===== src/rtl/synth_pkg.sv =====
// Shared synth definitions: tone codes for the white keys A3..A5 and voice sizing.
// The tone-to-period lookup imports this package as well.
package synth_pkg;

  localparam int TONE_W     = 4;
  localparam int NUM_VOICES = 4;
  localparam int RANK_W     = 2;

  typedef logic [TONE_W-1:0] tone_t;
  typedef logic [RANK_W-1:0] rank_t;

  localparam tone_t SILENT = 4'd0;
  localparam tone_t A3 = 4'd1;
  localparam tone_t B3 = 4'd2;
  localparam tone_t C4 = 4'd3;
  localparam tone_t D4 = 4'd4;
  localparam tone_t E4 = 4'd5;
  localparam tone_t F4 = 4'd6;
  localparam tone_t G4 = 4'd7;
  localparam tone_t A4 = 4'd8;
  localparam tone_t B4 = 4'd9;
  localparam tone_t C5 = 4'd10;
  localparam tone_t D5 = 4'd11;
  localparam tone_t E5 = 4'd12;
  localparam tone_t F5 = 4'd13;
  localparam tone_t G5 = 4'd14;
  localparam tone_t A5 = 4'd15;

  // Key bit i plays tone code i+1; code 0 is reserved for silence.
  function automatic tone_t key_tone(input logic [TONE_W-1:0] idx);
    return idx + 4'd1;
  endfunction

endpackage


===== src/rtl/lsb_pick.sv =====
// Lowest-set-bit priority encoder: index of the lowest request and a valid flag.
module lsb_pick #(
  parameter int N  = 15,
  parameter int IW = $clog2(N)
) (
  input  logic [N-1:0]  req,
  output logic [IW-1:0] idx,
  output logic          valid
);

  always_comb begin
    idx = '0;
    for (int i = N - 1; i >= 0; i--) begin
      if (req[i]) idx = IW'(i);
    end
  end

  assign valid = |req;

endmodule


===== src/rtl/voice_alloc.sv =====
// Polyphonic voice allocator: queues key press/release edges, serves one per cycle
// (releases first) and steals the oldest-allocated voice when all four are busy.
module voice_alloc
  import synth_pkg::*;
#(
  parameter int NUM_KEYS = 15
) (
  input  logic                  clk,
  input  logic                  rst_n,
  input  logic [NUM_KEYS-1:0]   keys,
  output logic [TONE_W-1:0]     tone0,
  output logic [TONE_W-1:0]     tone1,
  output logic [TONE_W-1:0]     tone2,
  output logic [TONE_W-1:0]     tone3,
  output logic [NUM_VOICES-1:0] voice_busy,
  output logic                  steal
);

  localparam int KW = $clog2(NUM_KEYS);
  localparam int VW = $clog2(NUM_VOICES);

  logic [NUM_KEYS-1:0] keys_q, press_pend_reg, rel_pend_reg;
  logic [NUM_KEYS-1:0] press_pend_next, rel_pend_next;
  logic [NUM_KEYS-1:0] press_edge, rel_edge, p_set, r_set;
  tone_t               tone_reg  [NUM_VOICES];
  tone_t               tone_next [NUM_VOICES];
  rank_t               rank_reg  [NUM_VOICES];
  rank_t               rank_next [NUM_VOICES];
  logic                steal_reg, steal_next;

  logic [KW-1:0]         p_idx, r_idx;
  logic                  p_vld, r_vld, f_vld;
  logic [VW-1:0]         f_idx, oldest_idx, target;
  logic [NUM_VOICES-1:0] free_mask, hit, rel_match;

  assign press_edge = keys & ~keys_q;
  assign rel_edge   = ~keys & keys_q;
  // A fresh edge cancels any still-queued opposite event on the same key.
  assign p_set = (press_pend_reg | press_edge) & ~rel_edge;
  assign r_set = (rel_pend_reg | rel_edge) & ~press_edge;

  lsb_pick #(.N(NUM_KEYS)) u_pick_press (.req(p_set), .idx(p_idx), .valid(p_vld));
  lsb_pick #(.N(NUM_KEYS)) u_pick_rel   (.req(r_set), .idx(r_idx), .valid(r_vld));
  lsb_pick #(.N(NUM_VOICES)) u_pick_free (.req(free_mask), .idx(f_idx), .valid(f_vld));

  for (genvar gi = 0; gi < NUM_VOICES; gi++) begin : g_voice
    assign free_mask[gi] = (tone_reg[gi] == SILENT);
    assign hit[gi]       = (tone_reg[gi] == key_tone(p_idx));
    assign rel_match[gi] = (tone_reg[gi] == key_tone(r_idx));
  end

  always_comb begin
    oldest_idx = '0;
    for (int v = 0; v < NUM_VOICES; v++) begin
      if (rank_reg[v] == rank_t'(NUM_VOICES - 1)) oldest_idx = VW'(v);
    end
  end

  always_comb begin
    tone_next       = tone_reg;
    rank_next       = rank_reg;
    steal_next      = 1'b0;
    press_pend_next = p_set;
    rel_pend_next   = r_set;
    target          = f_vld ? f_idx : oldest_idx;
    if (r_vld) begin
      rel_pend_next[r_idx] = 1'b0;
      for (int v = 0; v < NUM_VOICES; v++) begin
        if (rel_match[v]) tone_next[v] = SILENT;
      end
    end else if (p_vld) begin
      press_pend_next[p_idx] = 1'b0;
      if (!(|hit)) begin
        steal_next        = !f_vld;
        tone_next[target] = key_tone(p_idx);
        // Move the target to the youngest slot; everyone younger ages by one.
        for (int v = 0; v < NUM_VOICES; v++) begin
          if (rank_reg[v] < rank_reg[target]) rank_next[v] = rank_reg[v] + 1'b1;
        end
        rank_next[target] = '0;
      end
    end
  end

  always_ff @(posedge clk or negedge rst_n) begin
    if (!rst_n) begin
      keys_q         <= '0;
      press_pend_reg <= '0;
      rel_pend_reg   <= '0;
      steal_reg      <= 1'b0;
      for (int v = 0; v < NUM_VOICES; v++) begin
        tone_reg[v] <= SILENT;
        rank_reg[v] <= rank_t'(v);
      end
    end else begin
      keys_q         <= keys;
      press_pend_reg <= press_pend_next;
      rel_pend_reg   <= rel_pend_next;
      steal_reg      <= steal_next;
      tone_reg       <= tone_next;
      rank_reg       <= rank_next;
    end
  end

  assign tone0      = tone_reg[0];
  assign tone1      = tone_reg[1];
  assign tone2      = tone_reg[2];
  assign tone3      = tone_reg[3];
  assign voice_busy = ~free_mask;
  assign steal      = steal_reg;

endmodule


===== config.mk =====
export PLATFORM = sky130hd
export DESIGN_NAME = voice_alloc
export DESIGN_NICKNAME = d
export VERILOG_FILES = /design/src/rtl/synth_pkg.sv /design/src/rtl/lsb_pick.sv /design/src/rtl/voice_alloc.sv
export SDC_FILE = /design/constraint.sdc
export NUM_CORES = 1
export LEC_CHECK = 0
export ABC_CLOCK_PERIOD_IN_PS = 4100
export CAP_MARGIN = 20
export CORE_MARGIN = 3
export CORE_UTILIZATION = 58
export DETAILED_ROUTE_END_ITERATION = 12
export PLACE_DENSITY = 0.83
export SETUP_SLACK_MARGIN = 0.02
export SYNTH_ARGS = -nofsm -noshare
export SYNTH_HDL_FRONTEND = slang
export SYNTH_HIERARCHICAL = 1
export SYNTH_SLANG_ARGS = --single-unit

===== constraint.sdc =====
create_clock -name clk -period 4.1 [get_ports clk]
set_clock_uncertainty 0.05 [all_clocks]
set_input_delay 1.025 -clock clk [delete_from_list [all_inputs] [get_ports clk]]
set_output_delay 1.025 -clock clk [all_outputs]
set_load 0.1 [all_outputs]

### Word level (Yosys, flattened, before mapping)

Index checks and enable logic that the tools add are counted.

* add/sub/neg operators: 6
* magnitude comparators: 10
* equality and inequality tests: 16
* multiplexer cells: 79
* bitwise logic cells: 20
* reductions and logical operators: 18

Operators with widths (count)
* $mux 4: 35
* $and 15x15->15: 6
* $not 15->15: 6
* $mux 2: 26
* $mux 16: 3
* $mux 15: 3
* $eq 4x4->1: 8
* $or 15x15->15: 2
* $reduce_or 15->1: 2
* $bwmux 16: 1
* $logic_not 4->1: 4
* $reduce_and 3->1: 5
* $lt 4x5->1 const B: 2
* $add 2x1->2 const B: 4
* $add 4x1->4 const B: 2
* $and 8x8->8: 1
* $demux 1 s4: 2
* $demux 4 s2: 1
* $ge 4x1->1 const B: 2
* $lt 2x2->1: 4
* $ne 2x1->1 const B: 4
* $not 8->8: 1
* $reduce_or 4->1: 2
* $eq 2x2->1 const B: 3
* other kinds (12): 20

* flip-flop bits (word level): 70
* input port bits: 17
* output and inout bits: 21
* logic and storage cells: 161

### Logic depth before layout (Yosys ltp)

Gate-level depths: netlist (run 1).

* depth in word-level cells: 27
* gate-level depth with buffers: 17
* gate-level depth less buffers: 14

### Hierarchy

Netlist (run 1), hierarchy kept.

By module, submodules not included
* voice_alloc: instances 1, cells each 378, area an instance 3873.7 um^2, sequential area each 1756.7 um^2
* lsb_pick (u_pick_press ...): instances 2, cells each 27, area an instance 158.9 um^2, sequential area each 0.0 um^2
* lsb_pick (u_pick_free): instances 1, cells each 7, area an instance 35.0 um^2, sequential area each 0.0 um^2

### Worst setup path after synthesis (run 1)

OpenSTA, ideal clock, no wires.

* path kind: reg2reg
* from: reg tone_reg, in the netlist tone2[2]
* to: reg rank_reg[2] in the netlist's numbering
* setup time: 0.125 ns
* arrival time: 4.051 ns
* required time: 3.925 ns
* slack: -0.126 ns
* cell stages (with the launch flop): 13
* path buffers: 0
* period minus slack after synthesis: 4.226 ns
* path through: dfrtp_1 -> inv_1 -> nand4_1 -> inv_1 -> nor2_1 -> nor3_1 -> nor2b_1 -> nor2_2 -> mux2i_1 -> mux2_2 -> maj3_1 -> a21o_1 -> mux2_2

* longest elaborated chain between the ends: 15
* elaborated cells on any way between the ends: 26
* those cells by class: order compare: 3; eq/ne: 1; mux: 13; bitwise: 4; reduce/logical: 5

Ends and longest elaborated chain
* start: declaration: line voice_alloc.sv:25 `tone_t tone_reg [NUM_VOICES];`
* start signal: assignment: line voice_alloc.sv:100 `tone_reg <= tone_next;`
* $logic_not 4->1 *: line voice_alloc.sv:47 `assign free_mask[gi] = (tone_reg[gi] == SILENT);`
* named net free_mask[2]: line voice_alloc.sv:34 `logic [NUM_VOICES-1:0] free_mask, hit, rel_match;`
* $mux 2 * (3 in a row): line lsb_pick.sv:14 `if (req[i]) idx = IW'(i);`
* named net f_idx[1]: line voice_alloc.sv:33 `logic [VW-1:0] f_idx, oldest_idx, target;`
* $mux 2 *: line voice_alloc.sv:65 `target = f_vld ? f_idx : oldest_idx;`
* $not 2->3 (implied by the code) *: line voice_alloc.sv:78, voice_alloc.sv:80
* $bmux 2 s2: line voice_alloc.sv:78 `if (rank_reg[v] < rank_reg[target]) rank_next[v] = rank_reg[v] + 1'b1;`
* $mux 2 (implied by the code) (2 in a row): line voice_alloc.sv:78
* $lt 2x2->1: line voice_alloc.sv:78
* $mux 2: line voice_alloc.sv:78
* $mux 2: line voice_alloc.sv:73 `if (!(|hit)) begin`
* $mux 2: line voice_alloc.sv:71 `end else if (p_vld) begin`
* $mux 2: line voice_alloc.sv:66 `if (r_vld) begin`
* $and 8x8->8 (no source line) *
* end signal: indexed assignment: line voice_alloc.sv:93 `rank_reg[v] <= rank_t'(v);`
* end signal: assignment: line voice_alloc.sv:101 `rank_reg <= rank_next;`
* end: declaration: line voice_alloc.sv:27 `rank_t rank_reg [NUM_VOICES];`

The timed path passes the listed nets; every way through them passes the cells marked *. The select of a mux whose other input is x is not followed.
A chain may end at the register's enable or synchronous reset.

### Final worst setup path (run 1)

* from: in keys[11]
* to: reg rank_reg[4] in the netlist's numbering

* longest elaborated chain between the ends: 21
* elaborated cells on any way between the ends: 32
* those cells by class: add/sub: 1; eq/ne: 4; mux: 12; bitwise: 11; reduce/logical: 4

Ends and longest elaborated chain
* start: declaration: line voice_alloc.sv:10 `input logic [NUM_KEYS-1:0] keys,`
* $not 15->15: line voice_alloc.sv:37 `assign rel_edge = ~keys & keys_q;`
* $and 15x15->15: line voice_alloc.sv:37
* $not 15->15: line voice_alloc.sv:39 `assign p_set = (press_pend_reg | press_edge) & ~rel_edge;`
* $and 15x15->15 *: line voice_alloc.sv:39
* named net p_set[11]: line voice_alloc.sv:24 `logic [NUM_KEYS-1:0] press_edge, rel_edge, p_set, r_set;`
* $mux 4 * (12 in a row): line lsb_pick.sv:14
* named net p_idx[2]: line voice_alloc.sv:31 `logic [KW-1:0] p_idx, r_idx;`
* $add 4x1->4 *: line synth_pkg.sv:31 `return idx + 4'd1;`
* $eq 4x4->1: line voice_alloc.sv:48 `assign hit[gi] = (tone_reg[gi] == key_tone(p_idx));`
* $reduce_or 4->1 *: line voice_alloc.sv:73
* $not 1->1 (no source line) *
* $reduce_and 3->1 (no source line) *

The timed path passes the listed nets; every way through them passes the cells marked *.

==> results.md, run 1 <==
- The slew at the pin closest to its max-slew limit is approximately 1.0 ns.
- The share of total power dissipated in combinational logic is 0.387.
- The clock period minus final worst setup slack is between 4 and 5 ns.
- The arrival time at the worst endpoint is around 4.4 ns.
- The worst setup path is launched from an input pin.
- The buffer cell driving the clock tree root is clkbuf_8.
- Of all flip-flops after synthesis, the portion carrying an async set or reset was 1.000.
- After synthesis, the share of cell area in mux cells is 0.02013.
- The number of synthesized flops with an enable pin is 0.
- Of the total synthesized cell area, the portion taken by XOR and XNOR cells is 0.09118.
- The register bit total from synthesis is 70.
- The top cell types in the final layout, fill and taps aside, are buf_4 (84), dfrtp_1 (62), nor2_1 (37).
- Once detail routing completed, the nets flagged for antenna violations numbered 0.
- The post-route DRC violation count is 0.
- Setup violations remaining at the end of the flow were counted as 5.
- The most area-hungry cell type in the Yosys netlist is dfrtp_1.
- The type of the setup path with the least slack is in -> reg.
- The worst setup path is captured at a flip-flop.
- The initial antenna violation count came to 0.
- The number of nets at the end of the flow is 590.
- The number of DRC violations after detailed-routing iteration 0 is between 300 and 400.
- After detailed routing, the wire length on met1 is about 5100 um.
- The HPWL after detailed placement is about 8200 um.
- Of the total power, the clock network draws 0.273.
- The die footprint is 8348 um2.
- The number of global-route vias before repair is just over 4000.
- The total negative setup slack is -0.1357 ns.
- Of the available clock period, the critical path in the final layout requires 1.010.
- The sequential area share after synthesis is 0.4156.
- The main combinational cell family by area after synthesis is compound AO/OA/AOI/OAI gates.
- Dividing total power by cell area gives a power density of 402.2 nW/um2.
- The number of buffers on the longest clock path is 2.
- The switching component of the power is around 0.9 mW.
- Of all nets on the critical path, the largest fanout is 5.
- The number of clock buffers added by TritonCTS is 9.
- The switching share of power is 0.3743.
- TritonCTS built the clock tree.
- The run finished, with violations left.
- Dividing the detail-routed wire length by the instance count gives ~21 um.
- The sink count of the clock tree is 70.
- The ratio of cells with drive above 1 in the final layout is 0.3175.
- The cell count after synthesis came out at around 440.
- The final hold violation count is 0.
- The library cell used most frequently in the layout, excluding fill and tap cells, is buf_4.
- The cell area after technology mapping is 4227 um2.
- The routed via count divided by cell count is roughly 6.4.
- The worst hold path belongs to the class reg -> reg.
- The total length of routed met2 wires is around 7000 um.
- The tool flagged a number of max-cap violations equal to 0.
- The relative max-transition margin is 0.3341.
- For this configuration, the core starts out at a cell density of 0.6086.
- The vertical die dimension is roughly 91 um.
- The wire length on met3 is around 1000 um.
- The count of distinct cell types in the synthesized netlist is 60.
- The area fraction in compound gates after synthesis is 0.1776.
- The region available for standard cell placement spans around 6900 um2.
- Of the total synthesized cell area, the portion taken by full adders, half adders and majority gates is 0.07519.
- The pre-CTS setup slack is -0.6764 ns.
- The highest routing layer actually used is met4.
- At the end of routability-driven placement, the weighted congestion stood at between 0.9 and 1.
- The required time at the endpoint of the critical path is between 4 and 5 ns.
- The number of diodes is 0.
- The count of vias placed by the detailed router is 4231.
- Of the total power, registers draw 0.339.
- Based on the critical path, the design can be clocked at up to 241.6 MHz.
- Port buffering added 37 buffers.
- The total routing resource utilization after global routing is 0.2973.
- The leakage dissipation is between 2 and 3 nW.
- Global routing finished with a remaining overflow of 0.
- 38 I/O pins were placed.
- The first global-routing pass estimated between 15000 and 20000 um of wire.
- The detailed-route wire length is roughly 14000 um.
- Ranked by total cell area, the synthesized netlist is headed by dfrtp_1 (39%), maj3_1 (4.3%), nor2_1 (3.8%), xnor2_1 (3.7%), inv_1 (3.5%).
- In the synthesized netlist the dominant register cell turns out to be dfrtp_1.
- The first detailed-routing pass ran for 5 iterations.
- The highest ir drop seen on vdd is 425.1 uV.
- Entering global routing, the biggest net connects between 70 and 80 pins.
- The worst-skew pair later-pin latency is between 0.3 and 0.4 ns.
- The final reports fail on setup timing.
- The cts-stage hold buffer count is 0.
- The final max-slew violation count is 0.
- The number of warning messages in the yosys log is 6.
- Of the post-synthesis cell area, the dominant cell type holds 0.3908.
- Relative to the synthesized area, the layout overhead comes to 39.91%.
- The synthesized area divided by synthesized cell count is 9.628 um2.
- The H-tree was split into 3 levels.
- The floorplan step set the die width to 91.37 um.
- The simple-gate share of the synthesized area is 0.1693.
- The row count is 30.
- The design internal power is about 1.5 mW.
- Clock-pin slew was measured on the worst setup and hold paths at 0.07 ns.
- Synthesis produced a netlist with a net count of 467.
- The worst setup slack after layout is -0.03936 ns.
==> stage by stage <==
step	hold slack (ns)	util	power, mW	area (um2)	std cells
final	0.5099	0.8515	2.378	5913	663
after global routing	0.5231	0.8515	2.462	5913	663
after CTS	0.5076	0.8059	2.253	5597	649
after detailed placement	0.4874	0.7458	1.565	5179	628
after global placement	0.4746	0.7458	1.545	5179	628
after floorplan	0.4471	-	1.285	4253	439
==> cells by family after synthesis <==
logic type      after synthesis
xor+xnor                     36
fa+ha+maj                    29
compound gates              105
simple gates                140
buf+inv                      51
flops                        70
mux                           8
==> metal layers <==
metal | track usage | up-vias
met4 | 0.1734 | 0
met3 | 0.05717 | 86
met1 | 0.3557 | 2065
met5 | 0 | -
li1 | - | 1789
met2 | 0.4972 | 291
==> critical path, cell delays in order <==
cell and delay, ns:
dlygate4sd2_1 0.26, maj3_2 0.36, buf_6 0.14, nor4_4 0.36, o31ai_2 0.17, a21oi_2 0.22
and3_4 0.23, xnor3_1 0.41, a32oi_2 0.31, nand4bb_4 0.15, buf_6 0.17, buf_4 0.15
a21o_1 0.16, mux2_2 0.25
==> power by group through the flow <==
| stage | registers (mW) | clock network [mW] | logic, mW |
|---|---|---|---|
| floorplan | 0.914 | 0 | 0.371 |
| global placement | 0.813 | 0 | 0.732 |
| detailed placement | 0.816 | 0 | 0.748 |
| CTS | 0.804 | 0.645 | 0.803 |
| global route | 0.813 | 0.683 | 0.966 |
| finish | 0.807 | 0.650 | 0.921 |
==> path summary, 6_finish.rpt <==
check / from / to / slack [ns] / depth (start not counted)
setup / recovery: keys[11] / rank_reg[4]$_DFFE_PN1P_ / -0.04 / 14
hold / removal: rank_reg[6]$_DFFE_PN0P_ / rank_reg[6]$_DFFE_PN0P_ / 0.51 / 1
setup reg to reg: tone3[0]$_DFFE_PN0P_ / rank_reg[2]$_DFFE_PN0P_ / 0.41 / 11
hold reg to reg: rank_reg[6]$_DFFE_PN0P_ / rank_reg[6]$_DFFE_PN0P_ / 0.51 / 1
max in group asynchronous: rst_n / tone2[2]$_DFFE_PN0P_ / 2.56 / 2
min in group asynchronous: rst_n / keys_q[12]$_DFF_PN0_ / 0.82 / 2
==> synthesized netlist by cell type (all sizes together), types with 8 or more instances <==
cell / count
o21ai: 29
a21boi: 12
buf: 8
ha: 11
nand3: 10
a22o: 11
xnor2: 18
xor2: 13
a21oi: 11
nor2: 45
maj3: 18
inv: 39
o31a: 12
dfrtp: 66
nand2: 31
==> area by class of cell <==
| type | count | area (um2) |
|---|---|---|
| repair buffers | 124 | 1050 |
| flip-flops and latches | 70 | 1762 |
| fillers | 357 | 1031 |
| inverters | 39 | 146.4 |
| multi-input cells | 318 | 2613 |
| well taps | 96 | 120.1 |
| clock inverters | 6 | 85.08 |
| clock buffers | 10 | 137.6 |
==> timing repair <==
action                     4_1_cts  5_1_grt
setup endpoints to repair       24       24
resized for setup               41       52
setup buffers                    4       13
hold endpoints to repair         0        0
gates cloned                     1        1
pin swaps                        7       31
(Power assumes the default switching activity.)
==> run 2: changes to the inputs <==
--- a/config.mk
+++ b/config.mk
@@ -12,6 +12,7 @@
 export DETAILED_ROUTE_END_ITERATION = 12
 export PLACE_DENSITY = 0.83
 export SETUP_SLACK_MARGIN = 0.02
+export SLEW_MARGIN = 10
 export SYNTH_ARGS = -nofsm -noshare
 export SYNTH_HDL_FRONTEND = slang
 export SYNTH_HIERARCHICAL = 1
==> results of run 2 <==
Same layout as run 1: the final DEF is identical, and so are final timing and power.
